==> src/rtl/mem_stage_ctrl.sv <==
// mem_stage_ctrl
//   Memory-stage controller. Consumes the EX/MEM pipeline register, resolves
//   branches, runs loads/stores over a multi-cycle req/ack data-memory
//   handshake, stalls the upstream pipeline while an access is outstanding,
//   and holds the MEM/WB pipeline register.
// Ports
//   clk, reset (synchronous, active-low)
//   EX/MEM inputs : mem_to_reg_in, reg_write_en_in, mem_read_in, mem_write_in,
//                   branch_in, z_flag_in, pc_next_in, alu_out_in, data_in, rd_in
//   Data memory   : dmem_req, dmem_we, dmem_addr, dmem_wdata (out),
//                   dmem_rdata, dmem_ack (in)
//   Control       : stall, pc_src, branch_target, mem_err (sticky timeout flag)
//   MEM/WB        : mem_to_reg_out, reg_write_en_out, read_data_out,
//                   alu_result_out, rd_out
module mem_stage_ctrl #(
  parameter int XLEN           = 64,
  parameter int TIMEOUT_CYCLES = 16
) (
  input  logic            clk,
  input  logic            reset,
  input  logic            mem_to_reg_in,
  input  logic            reg_write_en_in,
  input  logic            mem_read_in,
  input  logic            mem_write_in,
  input  logic            branch_in,
  input  logic            z_flag_in,
  input  logic [XLEN-1:0] pc_next_in,
  input  logic [XLEN-1:0] alu_out_in,
  input  logic [XLEN-1:0] data_in,
  input  logic [4:0]      rd_in,
  output logic            dmem_req,
  output logic            dmem_we,
  output logic [XLEN-1:0] dmem_addr,
  output logic [XLEN-1:0] dmem_wdata,
  input  logic [XLEN-1:0] dmem_rdata,
  input  logic            dmem_ack,
  output logic            stall,
  output logic            pc_src,
  output logic [XLEN-1:0] branch_target,
  output logic            mem_err,
  output logic            mem_to_reg_out,
  output logic            reg_write_en_out,
  output logic [XLEN-1:0] read_data_out,
  output logic [XLEN-1:0] alu_result_out,
  output logic [4:0]      rd_out
);

  localparam int CW = (TIMEOUT_CYCLES > 2) ? $clog2(TIMEOUT_CYCLES) : 1;
  localparam logic [CW-1:0] LAST_CNT = CW'(TIMEOUT_CYCLES - 1);

  typedef enum logic {IDLE, BUSY} state_t;

  state_t        state;
  logic [CW-1:0] cnt;
  logic          access;
  logic          in_idle;
  logic          in_busy;
  logic          timeout_hit;

  assign access      = mem_read_in | mem_write_in;
  assign in_idle     = (state == IDLE);
  assign in_busy     = (state == BUSY);
  // An ack arriving in the last allowed cycle takes priority over the timeout.
  assign timeout_hit = in_busy & ~dmem_ack & (cnt == LAST_CNT);

  // Combinational controls are held low while reset is asserted so the
  // pipeline sees a quiet stage regardless of what EX/MEM presents.
  assign stall         = reset & ((in_idle & access) |
                                  (in_busy & ~dmem_ack & ~timeout_hit));
  assign pc_src        = reset & branch_in & z_flag_in & in_idle;
  assign branch_target = pc_next_in;

  always_ff @(posedge clk) begin
    if (!reset) begin
      state            <= IDLE;
      cnt              <= '0;
      dmem_req         <= 1'b0;
      dmem_we          <= 1'b0;
      dmem_addr        <= '0;
      dmem_wdata       <= '0;
      mem_err          <= 1'b0;
      mem_to_reg_out   <= 1'b0;
      reg_write_en_out <= 1'b0;
      read_data_out    <= '0;
      alu_result_out   <= '0;
      rd_out           <= '0;
    end else begin
      case (state)
        IDLE: begin
          if (access) begin
            // Launch the access; store wins if both read and write are set.
            dmem_req         <= 1'b1;
            dmem_we          <= mem_write_in;
            dmem_addr        <= alu_out_in;
            dmem_wdata       <= data_in;
            cnt              <= '0;
            state            <= BUSY;
            reg_write_en_out <= 1'b0;
          end else begin
            mem_to_reg_out   <= mem_to_reg_in;
            reg_write_en_out <= reg_write_en_in;
            alu_result_out   <= alu_out_in;
            rd_out           <= rd_in;
          end
        end
        BUSY: begin
          if (dmem_ack || timeout_hit) begin
            // EX/MEM was frozen during BUSY, so its fields still describe
            // the instruction that owns this access.
            mem_to_reg_out   <= mem_to_reg_in;
            alu_result_out   <= alu_out_in;
            rd_out           <= rd_in;
            reg_write_en_out <= dmem_ack ? reg_write_en_in : 1'b0;
            if (!dmem_we) begin
              read_data_out <= dmem_ack ? dmem_rdata : '0;
            end
            if (!dmem_ack) begin
              mem_err <= 1'b1;
            end
            dmem_req <= 1'b0;
            cnt      <= '0;
            state    <= IDLE;
          end else begin
            cnt              <= cnt + 1'b1;
            reg_write_en_out <= 1'b0;
          end
        end
        default: state <= IDLE;
      endcase
    end
  end

endmodule

==> config.mk <==
export PLATFORM = sky130hd
export DESIGN_NAME = mem_stage_ctrl
export DESIGN_NICKNAME = d
export VERILOG_FILES = /design/src/rtl/mem_stage_ctrl.sv
export SDC_FILE = /design/constraint.sdc
export NUM_CORES = 1
export LEC_CHECK = 0
export BUFFER_PORTS_ARGS = -buffer_cell sky130_fd_sc_hd__buf_2
export CELL_PAD_IN_SITES_DETAIL_PLACEMENT = 0
export CELL_PAD_IN_SITES_GLOBAL_PLACEMENT = 1
export CORE_AREA = 8 8 228 230
export CTS_BUF_LIST = sky130_fd_sc_hd__clkbuf_2 sky130_fd_sc_hd__clkbuf_4 sky130_fd_sc_hd__clkbuf_8
export DETAILED_ROUTE_END_ITERATION = 16
export DIE_AREA = 0 0 236 238
export GPL_TIMING_DRIVEN = 0
export PLACE_DENSITY = 0.62
export RECOVER_POWER = 100
export SYNTH_ARGS = -nofsm -noshare
export SYNTH_HDL_FRONTEND = slang
export SYNTH_SLANG_ARGS = --single-unit
==> constraint.sdc <==
create_clock -name clk -period 1.81 [get_ports clk]
set_input_delay 0.4525 -clock clk [delete_from_list [all_inputs] [get_ports clk]]
set_output_delay 0.4525 -clock clk [all_outputs]
set_load 0.01 [all_outputs]
Yosys cells after proc, flatten, opt, wreduce, memory -nomap -nowiden
Cells that the tools add are included.

Register bits after elaboration: 271. Logic and storage cells: 60. ROM bits: 0. Output and inout port bits: 332. Bits in latches: 0. Memories kept: 0. Bits of input ports: 270. Bits in writable memories: 0.

$mul: 0. Bitwise operators: 14. $lt $le $gt $ge: 0. Multiplexer cells: 23. Divide/modulo/power cells: 0. Add/sub/neg operators: 1. Reductions and logical operators: 6. Equality and inequality tests: 4. Shift-type cells: 0.

Operator list (number): two-way mux 64 bit (3); one-hot mux 64 bit (2 select lines) (1); two-way mux 5 bit (2); one-hot mux 5 bit (2 select lines) (1); two-way mux 1 bit (9); bitwise AND 1 bit (8); two-way mux 4 bit (2); one-hot mux 1 bit (2 select lines) (4); one-hot mux 4 bit (2 select lines) (1); AND reduction 2 bit (3); AND reduction 3 bit (2); adder 4 x 1 -> 4 bit, second input constant (1); == test 4 bit, second input constant (1); != test 2 bit, second input constant (2); inverter 1 bit (4); != test 2 x 1 -> 1 bit, second input constant (1); bitwise OR 1 bit (2); logical OR 1 bit (1).

Logic depth before layout (Yosys ltp)
Depth after elaboration: 7. Depth in mapped cells: 6.

Least setup slack after synthesis
No wires, ideal clock.

Kind: register to output. Start point: register cnt[0]. End point: output stall. Cell stages (with the launch flop): 7. Arrival time: 1.480 ns. Slack: -0.122 ns. Path through: dfxtp_1 -> ha_1 -> a31oi_1 -> buf_2 -> buf_4 -> nor2_1 -> nor3b_1.

Cells in the longest elaborated chain, start to end: 6.

Ends and longest elaborated chain: start: declaration (line 54) `logic [CW-1:0] cnt;`; start signal: assignment (line 124) `cnt <= cnt + 1'b1;`; == test 4 bit (line 64) `assign timeout_hit = in_busy & ~dmem_ack & (cnt == LAST_CNT);`; bitwise AND 1 bit (line 64); inverter 1 bit (line 69) `(in_busy & ~dmem_ack & ~timeout_hit));`; bitwise AND 1 bit (line 69); bitwise OR 1 bit (line 68) `assign stall = reset & ((in_idle & access) |`; bitwise AND 1 bit (line 68); end: declaration (line 37) `output logic stall,`.

No other way between the ends.

Worst setup path after layout
Start point: register cnt[1]. End point: output stall.

Same word-level chain as after synthesis.

==> results.txt <==
Clk pin slew, worst setup/hold paths: 60 ps
Final Max Slew Viols: 0
arrival time at the worst endpoint: 1860 ps
CTS max path bufs: 3
vias in the first global route: 10.81k
reg2reg path depth: 7
wire per inst: 18.67 um
Die ar.: 56170 sq um
Worst EP required: 1360 ps
initial antenna violation count: 9
detail-routed via count per cell: 4.196
clk root buf: clkbuf_8
synth-to-layout area growth: 42.70%
final setup margin: -505.8 ps
# DRC: 0
Worst IR Drop VDD: 0.4927 mV
Synth Warn #: 0
syn_nets: 1523
Iteration-0 DRC Markers: 394
later-pin clock latency in the skew report: 590 ps
post-synthesis sequential area ratio: 49.74%
Synth Register Bits: 271
commonest non-fill, non-tap cells in the layout: buf_2, nand2_1, dfxtp_1, a21boi_0, clkbuf_1
H-tree depth: 2
core footprint: 48340 sq um
CP Launch Type: register
largest net degree at the start of global routing: 13
vias: 10.53k
Gate Count Post-Synth: 1252
status: finished with violations
CP Capture Type: primary output
hpwl dp: 37580 um
final setup TNS: -596.4 ps
max_slew headroom: 54.52%
RePlAce Congestion: 0.8109
IO buf count: 536
die width: 236 um
Fin. Hold Viols: 0
Hold Crit Depth: 3
clk_skew: 14.41 ps
DRT antenna net count: 0
syn avg cell area: 8.712 sq um
# IOs: 602
RSZ-0062 raised after global routing: yes
Worst-Margin Slew: 677.0 ps
Leakage: 7.348 nW
1st-pass router iterations: 4
Core Rows: 81
leading cell type in the layout, fill and taps excluded: buf_2
Pwr Total: 0.01522 W
DRT Wirelength: 46860 um
min cycle time layout: 2316 ps
Final Net Count: 2121
Setup Crit Path Kind: register to primary output
CTS buffer count: 50
FMAX: 431.8 MHz
# setup viols final: 5
PD cells: 977.5 nW/um^2
max cap viols: 0
share of cells above drive strength 1: 37.24%
Syn Std Cell Area: 10910 sq um
post-layout instance area: 15570 sq um
first-pass GRT wire length: 68970 um
initial core utilization: 22.56%
Yosys cell types: 34
placed cell area: 14380 sq um
worst min path class: primary input to register
Die Y: 238 um
Final period util: 127.9%
hold-fix buffers at CTS: 0
CTS sink cnt: 271
Util after Layout: 32.20%
CTS tree: done
failing checks: negative setup slack
CP max FO: 2
GRT overflow: 0
Tot GR Track Use: 15.80%
## per-stage QoR
step	setup WS [ps]	hold slack (ps)	instances
floorplan	3.776	456.8	1252
global placement	-790.8	441.2	2410
detailed placement	-775.6	443.3	2410
CTS	-651.4	24.87	2507
global route	-641.5	50.71	2508
finish	-505.8	99.97	2510
## state kept, by name (all words and copies together), names as in the netlist, 4 cells and up
signal,flops
alu_result_out,64
dmem_addr,64
dmem_wdata,64
read_data_out,64
rd_out,5
cnt,4
## Yosys cell counts, drive strengths merged
cell type	count	share of area [%]
o221a	1	0.10
nor2	1	0.034
nand3b	2	0.14
o21bai	1	0.069
and3b	1	0.080
nor3	2	0.092
a21boi	193	13
mux2i	71	6.5
nand2	462	16
nor2b	2	0.11
a31oi	1	0.057
clkbuf	47	1.7
o21a	1	0.069
and2b	1	0.069
buf	113	7.9
nand2b	1	0.057
a32oi	1	0.080
o21ai	66	3.0
ha	1	0.11
nor3b	4	0.28
dfxtp	271	50
a21oi	2	0.19
a211oi	1	0.069
nand3	2	0.092
inv	1	0.034
or3	1	0.057
and4	1	0.080
o21ba	1	0.092
## cells by family after synthesis
| logic type | after synthesis | share of synthesized area, % |
|---|---|---|
| AO/OA/AOI/OAI | 268 | 17.05 |
| adder cells (fa/ha/maj) | 1 | 0.1147 |
| buffers and inverters | 161 | 9.601 |
| flip-flops | 271 | 49.74 |
| multiplexers | 71 | 6.515 |
| AND/OR/NAND/NOR | 480 | 16.99 |
## critical path, cell delays in order (launching register included)
cell and delay [ps]:
dfxtp_2 330, ha_4 170, a31oi_4 200, buf_8 130, buf_8 100, nor2_4 40, nor3b_2 150, buf_4 160
## layer usage
metal  track usage [%]  part of all wire [%]  vias to the layer above
met3             6.195                   9.0                       63
met1             17.47                    40                     4859
met2             27.64                    49                      381
met4             5.143                   2.1                        8
met5                 0                  0.12                        -
li1                  -                     -                     5221
## power by group
group          switching (W)  internal, W
combinational        0.00143      0.00108
sequential          0.000205      0.00638
clock                0.00259      0.00353
total                0.00423       0.0110
## area by class of cell
cell class                 count  area, sq um
multi-input combinational    820         4476
buffer                       160         1120
fill                        5320        32780
inverter                       1        16.27
antenna                        3        7.507
clock inverter                 5        25.02
sequential                   271         5431
clock buffer                  82         1022
timing repair buffer         546         2690
tap                          622        778.2
## final timing paths
path                                                      start                              end  slack (ps)
worst max-delay path                        cnt[1]$_SDFFE_PN0P_                            stall        -510
worst max register to register               in_busy$_SDFF_PN0_   read_data_out[22]$_SDFFE_PN0P_         -30
worst min register to register  alu_result_out[10]$_SDFFE_PN0P_  alu_result_out[10]$_SDFFE_PN0P_         450
worst min-delay path                             dmem_rdata[58]   read_data_out[58]$_SDFFE_PN0P_         100
## repair_timing
item | 4_1_cts | 5_1_grt
endpoints found under the setup margin | 69 | 138
gates resized for setup | 26 | 41
setup buffers | 10 | 0
pin swaps | 5 | 2
Power figures use the tool's default switching activity.
